[config.mk]
export PLATFORM = sky130hd
export DESIGN_NAME = lsu_mem_stage_flat
export DESIGN_NICKNAME = d
export VERILOG_FILES = /design/src/rtl/lsu_mem_stage_pkg.sv /design/src/rtl/lsu_mem_stage_if.sv /design/src/rtl/lsu_mem_stage_align.sv /design/src/rtl/lsu_mem_stage.sv /design/src/flat_wrapper.sv
export SDC_FILE = /design/constraint.sdc
export NUM_CORES = 1
export LEC_CHECK = 0
export CORE_ASPECT_RATIO = 1.1
export CORE_MARGIN = 3
export CORE_UTILIZATION = 40
export CTS_CLUSTER_DIAMETER = 60
export DETAILED_ROUTE_END_ITERATION = 10
export HOLD_SLACK_MARGIN = 0.1
export PLACE_DENSITY = 0.76
export SLEW_MARGIN = 20
export SYNTH_ARGS = -nofsm -noshare
export SYNTH_HDL_FRONTEND = slang
export SYNTH_SLANG_ARGS = --single-unit
export TNS_END_PERCENT = 20
[constraint.sdc]
create_clock -name clk -period 3.9 [get_ports clk]
set_input_delay 0.585 -clock clk [delete_from_list [all_inputs] [get_ports clk]]
set_output_delay 0.585 -clock clk [all_outputs]
set_load 0.005 [all_outputs]
[src/rtl/lsu_mem_stage_pkg.sv]
// Shared definitions for the LSU memory stage: funct3 size codes and FSM states.
package lsu_mem_stage_pkg;

  localparam logic [2:0] F3_B  = 3'd0;
  localparam logic [2:0] F3_H  = 3'd1;
  localparam logic [2:0] F3_W  = 3'd2;
  localparam logic [2:0] F3_BU = 3'd4;
  localparam logic [2:0] F3_HU = 3'd5;

  typedef enum logic [1:0] {
    ST_IDLE,
    ST_REQ,
    ST_WAIT,
    ST_OUT
  } state_t;

endpackage

[src/rtl/lsu_mem_stage_if.sv]
// Bundle of the upstream, writeback and data-memory handshakes of the LSU stage.
// master = surrounding pipeline/memory, slave = the stage itself.
interface lsu_mem_stage_if;
  logic        in_valid;
  logic        in_ready;
  logic        in_is_load;
  logic        in_is_store;
  logic [2:0]  in_funct3;
  logic [31:0] in_addr;
  logic [31:0] in_wdata;
  logic [31:0] in_alu_result;
  logic [4:0]  in_rd;
  logic        out_valid;
  logic        out_ready;
  logic [4:0]  out_rd;
  logic [31:0] out_wdata;
  logic        out_wen;
  logic        out_err;
  logic        mem_req_valid;
  logic        mem_req_ready;
  logic [31:0] mem_req_addr;
  logic        mem_req_wen;
  logic [31:0] mem_req_wdata;
  logic [3:0]  mem_req_wmask;
  logic        mem_resp_valid;
  logic [31:0] mem_resp_rdata;

  modport master (
    output in_valid, in_is_load, in_is_store, in_funct3, in_addr, in_wdata,
           in_alu_result, in_rd, out_ready, mem_req_ready, mem_resp_valid,
           mem_resp_rdata,
    input  in_ready, out_valid, out_rd, out_wdata, out_wen, out_err,
           mem_req_valid, mem_req_addr, mem_req_wen, mem_req_wdata, mem_req_wmask
  );

  modport slave (
    input  in_valid, in_is_load, in_is_store, in_funct3, in_addr, in_wdata,
           in_alu_result, in_rd, out_ready, mem_req_ready, mem_resp_valid,
           mem_resp_rdata,
    output in_ready, out_valid, out_rd, out_wdata, out_wen, out_err,
           mem_req_valid, mem_req_addr, mem_req_wen, mem_req_wdata, mem_req_wmask
  );
endinterface

[src/rtl/lsu_mem_stage_align.sv]
// Combinational byte-lane logic: store replication/mask, load extract/extend,
// misalignment detection. Unused funct3 codes fall through to word access.
module lsu_align
  import lsu_mem_stage_pkg::*;
(
  input  logic [2:0]  funct3,
  input  logic        is_load,
  input  logic [1:0]  addr_lo,
  input  logic [31:0] store_data,
  input  logic [31:0] load_word,
  output logic [31:0] store_lanes,
  output logic [3:0]  store_mask,
  output logic [31:0] load_data,
  output logic        misaligned
);

  logic        is_byte;
  logic        is_half;
  logic        is_unsigned;
  logic [31:0] shifted;

  // Decode access size and build lanes for both directions.
  always_comb begin
    is_byte     = (funct3 == F3_B) || (is_load && funct3 == F3_BU);
    is_half     = (funct3 == F3_H) || (is_load && funct3 == F3_HU);
    is_unsigned = is_load && (funct3 == F3_BU || funct3 == F3_HU);
    shifted     = load_word >> {addr_lo, 3'b000};
    store_lanes = store_data;
    store_mask  = '1;
    load_data   = shifted;
    misaligned  = (addr_lo != 2'b00);
    if (is_byte) begin
      store_lanes = {4{store_data[7:0]}};
      store_mask  = 4'b0001 << addr_lo;
      load_data   = {{24{shifted[7] & ~is_unsigned}}, shifted[7:0]};
      misaligned  = 1'b0;
    end else if (is_half) begin
      store_lanes = {2{store_data[15:0]}};
      store_mask  = 4'b0011 << addr_lo;
      load_data   = {{16{shifted[15] & ~is_unsigned}}, shifted[15:0]};
      misaligned  = addr_lo[0];
    end
  end

endmodule

[src/rtl/lsu_mem_stage.sv]
// RV32 memory-access stage: one instruction in flight, at most one word-aligned
// memory request, aligned/extended writeback record out.
module lsu_mem_stage
  import lsu_mem_stage_pkg::*;
#(
  parameter int unsigned TIMEOUT_CYCLES = 255
) (
  input logic            clk,
  input logic            rst,
  lsu_mem_stage_if.slave bus
);

  localparam int unsigned CW = $clog2(TIMEOUT_CYCLES + 1);

  state_t         state;
  logic [CW-1:0]  cnt;
  logic [2:0]     funct3_q;
  logic [1:0]     addr_lo_q;
  logic [4:0]     rd_q;
  logic           is_load_q;

  logic [2:0]     sel_funct3;
  logic [1:0]     sel_addr_lo;
  logic           sel_is_load;
  logic [31:0]    store_lanes;
  logic [3:0]     store_mask;
  logic [31:0]    load_data;
  logic           misaligned;

  // One lane unit serves both accept (live inputs) and response (captured fields).
  always_comb begin
    sel_funct3  = (state == ST_IDLE) ? bus.in_funct3   : funct3_q;
    sel_addr_lo = (state == ST_IDLE) ? bus.in_addr[1:0] : addr_lo_q;
    sel_is_load = (state == ST_IDLE) ? bus.in_is_load  : is_load_q;
  end

  lsu_align u_align (
    .funct3      (sel_funct3),
    .is_load     (sel_is_load),
    .addr_lo     (sel_addr_lo),
    .store_data  (bus.in_wdata),
    .load_word   (bus.mem_resp_rdata),
    .store_lanes (store_lanes),
    .store_mask  (store_mask),
    .load_data   (load_data),
    .misaligned  (misaligned)
  );

  // Stage FSM with all handshake and record outputs registered.
  always_ff @(posedge clk) begin
    if (rst) begin
      state             <= ST_IDLE;
      cnt               <= '0;
      funct3_q          <= '0;
      addr_lo_q         <= '0;
      rd_q              <= '0;
      is_load_q         <= 1'b0;
      bus.in_ready      <= 1'b1;
      bus.out_valid     <= 1'b0;
      bus.out_rd        <= '0;
      bus.out_wdata     <= '0;
      bus.out_wen       <= 1'b0;
      bus.out_err       <= 1'b0;
      bus.mem_req_valid <= 1'b0;
      bus.mem_req_addr  <= '0;
      bus.mem_req_wen   <= 1'b0;
      bus.mem_req_wdata <= '0;
      bus.mem_req_wmask <= '0;
    end else begin
      case (state)
        ST_IDLE: begin
          if (bus.in_valid) begin
            funct3_q     <= bus.in_funct3;
            addr_lo_q    <= bus.in_addr[1:0];
            rd_q         <= bus.in_rd;
            is_load_q    <= bus.in_is_load;
            bus.in_ready <= 1'b0;
            bus.out_rd   <= bus.in_rd;
            bus.out_err  <= 1'b0;
            if (!bus.in_is_load && !bus.in_is_store) begin
              state         <= ST_OUT;
              bus.out_valid <= 1'b1;
              bus.out_wdata <= bus.in_alu_result;
              bus.out_wen   <= (bus.in_rd != 5'd0);
            end else if (misaligned) begin
              state         <= ST_OUT;
              bus.out_valid <= 1'b1;
              bus.out_wdata <= '0;
              bus.out_wen   <= 1'b0;
              bus.out_err   <= 1'b1;
            end else begin
              state             <= ST_REQ;
              bus.mem_req_valid <= 1'b1;
              bus.mem_req_addr  <= {bus.in_addr[31:2], 2'b00};
              bus.mem_req_wen   <= bus.in_is_store;
              bus.mem_req_wdata <= bus.in_is_store ? store_lanes : '0;
              bus.mem_req_wmask <= bus.in_is_store ? store_mask : '0;
            end
          end
        end
        ST_REQ: begin
          if (bus.mem_req_ready) begin
            state             <= ST_WAIT;
            bus.mem_req_valid <= 1'b0;
            cnt               <= '0;
          end
        end
        ST_WAIT: begin
          cnt <= cnt + 1'b1;
          if (bus.mem_resp_valid) begin
            state         <= ST_OUT;
            bus.out_valid <= 1'b1;
            bus.out_wdata <= is_load_q ? load_data : '0;
            bus.out_wen   <= is_load_q && (rd_q != 5'd0);
          end else if (cnt == CW'(TIMEOUT_CYCLES - 1)) begin
            state         <= ST_OUT;
            bus.out_valid <= 1'b1;
            bus.out_wdata <= '0;
            bus.out_wen   <= 1'b0;
            bus.out_err   <= 1'b1;
          end
        end
        ST_OUT: begin
          if (bus.out_ready) begin
            state         <= ST_IDLE;
            bus.out_valid <= 1'b0;
            bus.in_ready  <= 1'b1;
          end
        end
        default: state <= ST_IDLE;
      endcase
    end
  end

endmodule

[src/flat_wrapper.sv]
// flat-port wrapper written by rule: the top's interface ports become plain ports
module lsu_mem_stage_flat import lsu_mem_stage_pkg::*;
#(
  parameter int unsigned TIMEOUT_CYCLES = 255
)
  (clk, rst, bus_in_valid, bus_in_is_load, bus_in_is_store, bus_in_funct3, bus_in_addr, bus_in_wdata, bus_in_alu_result, bus_in_rd, bus_out_ready, bus_mem_req_ready, bus_mem_resp_valid, bus_mem_resp_rdata, bus_in_ready, bus_out_valid, bus_out_rd, bus_out_wdata, bus_out_wen, bus_out_err, bus_mem_req_valid, bus_mem_req_addr, bus_mem_req_wen, bus_mem_req_wdata, bus_mem_req_wmask);
  lsu_mem_stage_if bus_i ();
  input logic clk;
  input logic rst;
  input wire logic [$bits(bus_i.in_valid)-1:0] bus_in_valid;
  input wire logic [$bits(bus_i.in_is_load)-1:0] bus_in_is_load;
  input wire logic [$bits(bus_i.in_is_store)-1:0] bus_in_is_store;
  input wire logic [$bits(bus_i.in_funct3)-1:0] bus_in_funct3;
  input wire logic [$bits(bus_i.in_addr)-1:0] bus_in_addr;
  input wire logic [$bits(bus_i.in_wdata)-1:0] bus_in_wdata;
  input wire logic [$bits(bus_i.in_alu_result)-1:0] bus_in_alu_result;
  input wire logic [$bits(bus_i.in_rd)-1:0] bus_in_rd;
  input wire logic [$bits(bus_i.out_ready)-1:0] bus_out_ready;
  input wire logic [$bits(bus_i.mem_req_ready)-1:0] bus_mem_req_ready;
  input wire logic [$bits(bus_i.mem_resp_valid)-1:0] bus_mem_resp_valid;
  input wire logic [$bits(bus_i.mem_resp_rdata)-1:0] bus_mem_resp_rdata;
  output wire logic [$bits(bus_i.in_ready)-1:0] bus_in_ready;
  output wire logic [$bits(bus_i.out_valid)-1:0] bus_out_valid;
  output wire logic [$bits(bus_i.out_rd)-1:0] bus_out_rd;
  output wire logic [$bits(bus_i.out_wdata)-1:0] bus_out_wdata;
  output wire logic [$bits(bus_i.out_wen)-1:0] bus_out_wen;
  output wire logic [$bits(bus_i.out_err)-1:0] bus_out_err;
  output wire logic [$bits(bus_i.mem_req_valid)-1:0] bus_mem_req_valid;
  output wire logic [$bits(bus_i.mem_req_addr)-1:0] bus_mem_req_addr;
  output wire logic [$bits(bus_i.mem_req_wen)-1:0] bus_mem_req_wen;
  output wire logic [$bits(bus_i.mem_req_wdata)-1:0] bus_mem_req_wdata;
  output wire logic [$bits(bus_i.mem_req_wmask)-1:0] bus_mem_req_wmask;
  assign bus_i.in_valid = bus_in_valid;
  assign bus_i.in_is_load = bus_in_is_load;
  assign bus_i.in_is_store = bus_in_is_store;
  assign bus_i.in_funct3 = bus_in_funct3;
  assign bus_i.in_addr = bus_in_addr;
  assign bus_i.in_wdata = bus_in_wdata;
  assign bus_i.in_alu_result = bus_in_alu_result;
  assign bus_i.in_rd = bus_in_rd;
  assign bus_i.out_ready = bus_out_ready;
  assign bus_i.mem_req_ready = bus_mem_req_ready;
  assign bus_i.mem_resp_valid = bus_mem_resp_valid;
  assign bus_i.mem_resp_rdata = bus_mem_resp_rdata;
  assign bus_in_ready = bus_i.in_ready;
  assign bus_out_valid = bus_i.out_valid;
  assign bus_out_rd = bus_i.out_rd;
  assign bus_out_wdata = bus_i.out_wdata;
  assign bus_out_wen = bus_i.out_wen;
  assign bus_out_err = bus_i.out_err;
  assign bus_mem_req_valid = bus_i.mem_req_valid;
  assign bus_mem_req_addr = bus_i.mem_req_addr;
  assign bus_mem_req_wen = bus_i.mem_req_wen;
  assign bus_mem_req_wdata = bus_i.mem_req_wdata;
  assign bus_mem_req_wmask = bus_i.mem_req_wmask;
  lsu_mem_stage #(.TIMEOUT_CYCLES(TIMEOUT_CYCLES)) u_core (.clk(clk), .rst(rst), .bus(bus_i));
endmodule
==> results of run 1 <==
[power breakdown]
part           total [mW]  switching, mW  internal [mW]
clock                1.58          0.575           1.01
combinational        2.69           1.43           1.26
sequential           1.75          0.173           1.58
total                6.02           2.17           3.85
[routing by layer]
metal / vias up / wire [um]
li1: 3209 / -
met1: 3065 / 8920
met4: 0 / 277
met5: - / 0
met2: 291 / 10700
met3: 17 / 2160
[flip-flops by register name, indices dropped and copies added (netlist names), 2 cells and up]
| signal | cells |
|---|---|
| u_core.addr_lo_q | 2 |
| u_core.bus.mem_req_addr | 30 |
| u_core.bus.mem_req_wdata | 32 |
| u_core.bus.mem_req_wmask | 4 |
| u_core.bus.out_wdata | 32 |
| u_core.cnt | 8 |
| u_core.funct3_q | 3 |
| u_core.rd_q | 5 |
| u_core.state | 2 |
[worst max-delay path: stages (launching register included)]
cell and delay, ps:
dfxtp_1 330, inv_1 100, ha_1 550, mux2i_2 300, buf_4 350, inv_2 200
mux2_4 350, a22oi_4 230, o211ai_4 170, a21oi_4 330, a211oi_1 120
[cell families after synthesis]
group           Yosys count
buf+inv                  70
fa+ha+maj                10
flops                   125
mux                      32
other cells               1
xor+xnor                  6
simple gates            332
compound gates          209
[worst min path at each step]
stage                                 start                      endpoint  slack, ps  cells past startpoint
5_1_grt         u_core.bus.mem_req_addr[24]   u_core.bus.mem_req_addr[24]        470                      2
2_1_floorplan            u_core.funct3_q[1]            u_core.funct3_q[1]        440                      2
6_report        u_core.bus.mem_req_wdata[9]   u_core.bus.mem_req_wdata[9]        450                      2
4_1_cts         u_core.bus.mem_req_wdata[9]   u_core.bus.mem_req_wdata[9]        450                      2
3_5_place_dp    u_core.bus.mem_req_wdata[9]   u_core.bus.mem_req_wdata[9]        440                      2
3_3_place_gp   u_core.bus.mem_req_wdata[11]  u_core.bus.mem_req_wdata[11]        440                      2
[layout make-up]
type                            count  area [um^2]
Tap cell                          192          240
Fill cell                        1345         5360
Timing Repair Buffer              266         2640
Clock buffer                       22          454
Multi-Input combinational cell    591         3390
Clock inverter                      8          118
Sequential cell                   125         2500
Inverter                            8         30.0
[cells in the final DEF, fill, tap and decap left out, types with 6 or more instances in the layout]
cell type,netlist,routed
a21oi_1,102,102
a22oi_1,7,7
clkdlybuf4s50_1,0,251
buf_4,3,14
clkbuf_16,0,17
o2111ai_1,8,8
o2bb2ai_1,8,8
a221oi_1,14,14
mux2_2,24,24
nand2b_1,7,7
ha_1,10,10
a21o_1,8,8
o21ai_0,11,11
nor2_1,50,49
nand3_1,44,44
a31oi_1,9,9
inv_1,6,6
a32oi_1,8,8
nand2_1,194,194
a211oi_1,18,18
dfxtp_1,125,125
nor3_1,20,19
[per-stage QoR]
step	setup WS, ps	instance area (um^2)
6_report	712	9370
3_5_place_dp	555	8800
4_1_cts	722	9370
3_3_place_gp	610	8800
5_1_grt	491	9370
2_1_floorplan	770	6160
==> metrics, run 1 <==
status=finished clean; Post-synth EDFFs=0; CTS H-tree depth=4; # Max-Cap Violations=0; vias per cell=5.43; total power=6.02 mW; Post-Synth XOR/XNOR Area=0.854%; area grow syn2layout=52.3%; grt peak-use layer=met2; Post-Syn Area=0.00615 mm^2; final setup TNS=0 ps; M1 GR Usage=30.5%; final setup fails=0; TritonRoute pass-1 iters=5; core region area=0.0147 mm^2; TritonCTS clock tree=done; Cell Pwr Density=643 mW/mm^2; Peak VDD IR=0.000303 V; GP Congestion=0.830; clock sinks=125; RSZ-0062 raised after global routing=no; post-detail-place hpwl=15700 um; Post-Synth Adder-Cell Area=2.03%; Worst Setup EP=u_core.bus.out_wdata[16]; synth warn=0; Setup CP Type=reg2reg; Seq cells post-synth=125; post-layout util=63.6%; DR WL/cell=18.2 um; Post-CTS Setup Repair Bufs=0; ANT cells=0; Crit Path Max Fanout=27; die area=0.0169 mm^2; Setup crit start kind=flop; port bufs=252; top-area cell type share of the netlist area=40.7%; grt ovf=0; All-Layer GR Usage=25.4%; Reg clk slew, reported paths=60 ps; largest net degree at the start of global routing=78; synthesized area per cell=7.84 um^2; fmax=314 MHz; Pins Over Slew Limit=0; worst path required time=4160 ps; final hold viol count=0; Yosys cell types=54; main combinational cell family by area after synthesis=compound AO/OA/AOI/OAI gates; Critical Path Start=u_core.state[0]; io pins=255; Starting Density=41.8%; Min Hold Slack=447 ps; vias in the first global route=6403; Slew headroom=34.3%; Leak=3.44 nW; Tcrit/Tclk final=81.7%; Die Span Y=136 um; Worst-Margin Slew=983 ps; critical path arrival=3450 ps; DRC=0; post-route ant nets=0; Post-Synth Simple-Gate Area=22.8%; Die X=124 um; Clock Skew=8.42 ps; fin crit period=3190 ps; R2R Path End=u_core.bus.out_wdata[16]; Compound-Gate Fraction of Synth Area=22.9%; Root Driver=clkbuf_16; Clock Latency Late Sink=420 ps; register area share after synthesis=40.7%; initial antenna violation count=0; Crit. End Element=flop; CTS Buf Count=17; routed wire length=22000 um; top_reg_cell synth=dfxtp_1; worst r2r src=u_core.state[0]; reg2reg setup slack=710 ps; GR Util met3=10.1%; fraction of registers with async set/reset=0%; multiplexer share of the synthesized area=5.98%; final non-filler cell total=1212; CTS max path bufs=2; leading area contributor after synthesis=dfxtp_1; worst-case reg-to-reg path depth=10; post-CTS sizing=0; hold_buf cts=0; ratio of cells with drive above 1 in the final layout=8.14%; num rows=46; most common cell in the netlist=nand2_1; DP Cell Count=1182; global-route wire length before repair=34500 um; type of the most critical hold path=reg2reg; via count=6582; synth cell count leaders=nand2_1 (194), dfxtp_1 (125), a21oi_1 (102); nets=1163; DRT iter0 DRCs=408; post-synthesis instance total=785; top cells by area, synth=dfxtp_1 (41%), nand2_1 (12%), a21oi_1 (8.3%), mux2_2 (4.4%), nand3_1 (3.6%); met2 Use GR=42.4%
No activity file was read; power rests on OpenSTA's default activity.
==> run 2: changes to the inputs <==
- CORE_UTILIZATION: 40 -> 39
- PLACE_DENSITY: 0.76 -> 0.77
- clock period: 3.9 -> 2.7 ns (I/O delays scaled with it)
==> run 2 against run 1 <==
Against the previous run: combinational power up 60%; cell count up 3.2%; fmax up 27%; largest power group unchanged; via count up 3.7%; critical endpoint is now u_core.bus.mem_req_wdata[5]; clock power up 54%; routed wire length up 4.0%; largest cell class unchanged; non-clock buffer count up 33; utilization up 0.79 points; sequential power up 45%; critical path depth unchanged; worst hold slack better by 0.98 ps.
==> metrics, run 2 (synthesized netlist as in run 1, its figures left out) <==
Tcrit/Tclk final=93.3%; status=finished clean; Register Area=0.00250 mm^2; type of the most critical hold path=reg2reg; Slew headroom=59.9%; Peak VDD IR=0.000456 V; fmax=397 MHz; Crit Path Max Fanout=22; GP Congestion=0.855; crit path max-delay cell type=or3_2; hold_buf cts=0; CP max stage delay=540 ps; reg2reg setup slack=180 ps; Critical Path Most Common Cell=buf_4; post-route ant nets=0; via count=6827; DR WL/cell=18.3 um; most common cell after layout, fill and taps aside=clkdlybuf4s50_1; worst path bufs/invs=3; crit path cell chain=inv_1, ha_4, buf_4, and3b_1, a31oi_1, mux2i_1, or3_2, buf_4, nand2_1, a21oi_1; Root Driver=clkbuf_16; Hold Crit Depth=2; final setup TNS=0 ps; # Max-Cap Violations=0; num rows=47; Clock Skew=7.94 ps; final non-filler cell total=1251; Setup CP Type=reg2reg; Crit. End Element=flop; routed wire length=22900 um; vias in the first global route=6570; critical path arrival=2790 ps; port bufs=252; Design Area, Final=0.00981 mm^2; RSZ-0062 raised after global routing=no; Cell Pwr Density=944 mW/mm^2; die area=0.0173 mm^2; io pins=255; Die Span Y=138 um; worst-case reg-to-reg path depth=10; Clock Latency Late Sink=420 ps; worst r2r src=u_core.state[1]; vias per cell=5.46; Die X=126 um; Setup crit start kind=flop; global-route wire length before repair=34900 um; grt ovf=0; post-detail-place hpwl=16500 um; Starting Density=40.4%; largest registers=u_core.bus.mem_req_wdata (32), u_core.bus.out_wdata (32), u_core.bus.mem_req_addr (30); filler instances=1300; DRT iter0 DRCs=380; area of the multi-input gates=0.00341 mm^2; R2R Path End=u_core.bus.mem_req_wdata[5]; CTS Buf Count=17; DRC=0; initial antenna violation count=0; final hold viol count=0; core region area=0.0152 mm^2; ANT cells=0; fin crit period=2520 ps; All-Layer GR Usage=25.4%; Setup WS pre-CTS=47.1 ps; CTS H-tree depth=4; TritonCTS clock tree=done; nets=1196; Worst-Margin Slew=601 ps; post-layout util=64.4%; worst path required time=2980 ps; area grow syn2layout=59.4%; CTS max path bufs=2; final setup fails=0; placed cell areas=0.00914 mm^2; DP Cell Count=1216; Leak=3.66 nW; Worst path top cell family by delay=simple AND/OR/NAND/NOR gates; critical hold path startpoint=u_core.bus.mem_req_wdata[11]; Pins Over Slew Limit=0; end of the worst hold path=u_core.bus.mem_req_wdata[11]; clock sinks=125; total power=9.26 mW; commonest non-fill, non-tap cells in the layout=clkdlybuf4s50_1 (251), nand2_1 (194), dfxtp_1 (125); Min Hold Slack=448 ps; largest net degree at the start of global routing=55; Reg clk slew, reported paths=60 ps; fin worst setup slack=181 ps; ratio of cells with drive above 1 in the final layout=11.7%; TritonRoute pass-1 iters=7
-- run 2: cell count changes in the layout (fill, tap and decap cells not counted), moves of 2 or more --
cell / delta
clkbuf_8: +4
buf_4: +25
clkbuf_1: -3
clkinvlp_4: +2
clkinv_2: -2
buf_12: +7
-- run 2: tightest hold or removal path, cell delays in order (launching register included) --
cell     delay [ps]
dfxtp_1         300
nand2_1          50
a21oi_1          50
-- run 2: worst max path at each step --
stage,from,endpoint,slack [ps],cells past startpoint
floorplan,u_core.state[1],u_core.bus.mem_req_wdata[0],10,13
finish,u_core.state[1],u_core.bus.mem_req_wdata[5],180,10
global placement,bus_in_addr[0],u_core.bus.out_wdata[9],90,10
CTS,u_core.state[1],u_core.bus.mem_req_wdata[16],130,12
detailed placement,bus_in_addr[0],u_core.bus.out_wdata[14],50,8
global route,u_core.state[1],u_core.bus.mem_req_wdata[16],40,12
-- run 2: layer usage --
layer | vias up | track usage (%) | part of all wire [%]
li1 | 3282 | - | -
met1 | 3193 | 29.0 | 40
met2 | 308 | 42.7 | 47
met3 | 44 | 10.8 | 10
met4 | 0 | 9.71 | 2.6
met5 | - | 0 | 0
-- run 2: timing repair --
item / in CTS / in global routing
setup endpoints to repair: 0 / 9
hold endpoints to repair: 0 / 0
buffers inserted: 0 / 2
gates resized for setup: 0 / 0
-- run 2: layout make-up --
| class | instances | share of cell area (%) |
|---|---|---|
| Multi-Input combinational cell | 591 | 34.8 |
| Timing Repair Buffer | 299 | 30.5 |
| Sequential cell | 125 | 25.5 |
| Clock buffer | 23 | 5.08 |
| Tap cell | 196 | 2.50 |
| Clock inverter | 9 | 1.34 |
| Inverter | 8 | 0.306 |
-- run 2: power breakdown --
group	internal (mW)	switching [mW]	total (mW)
Sequential	2.28	0.255	2.54
Clock	1.57	0.851	2.43
Combinational	2.14	2.16	4.30
Total	5.99	3.27	9.26
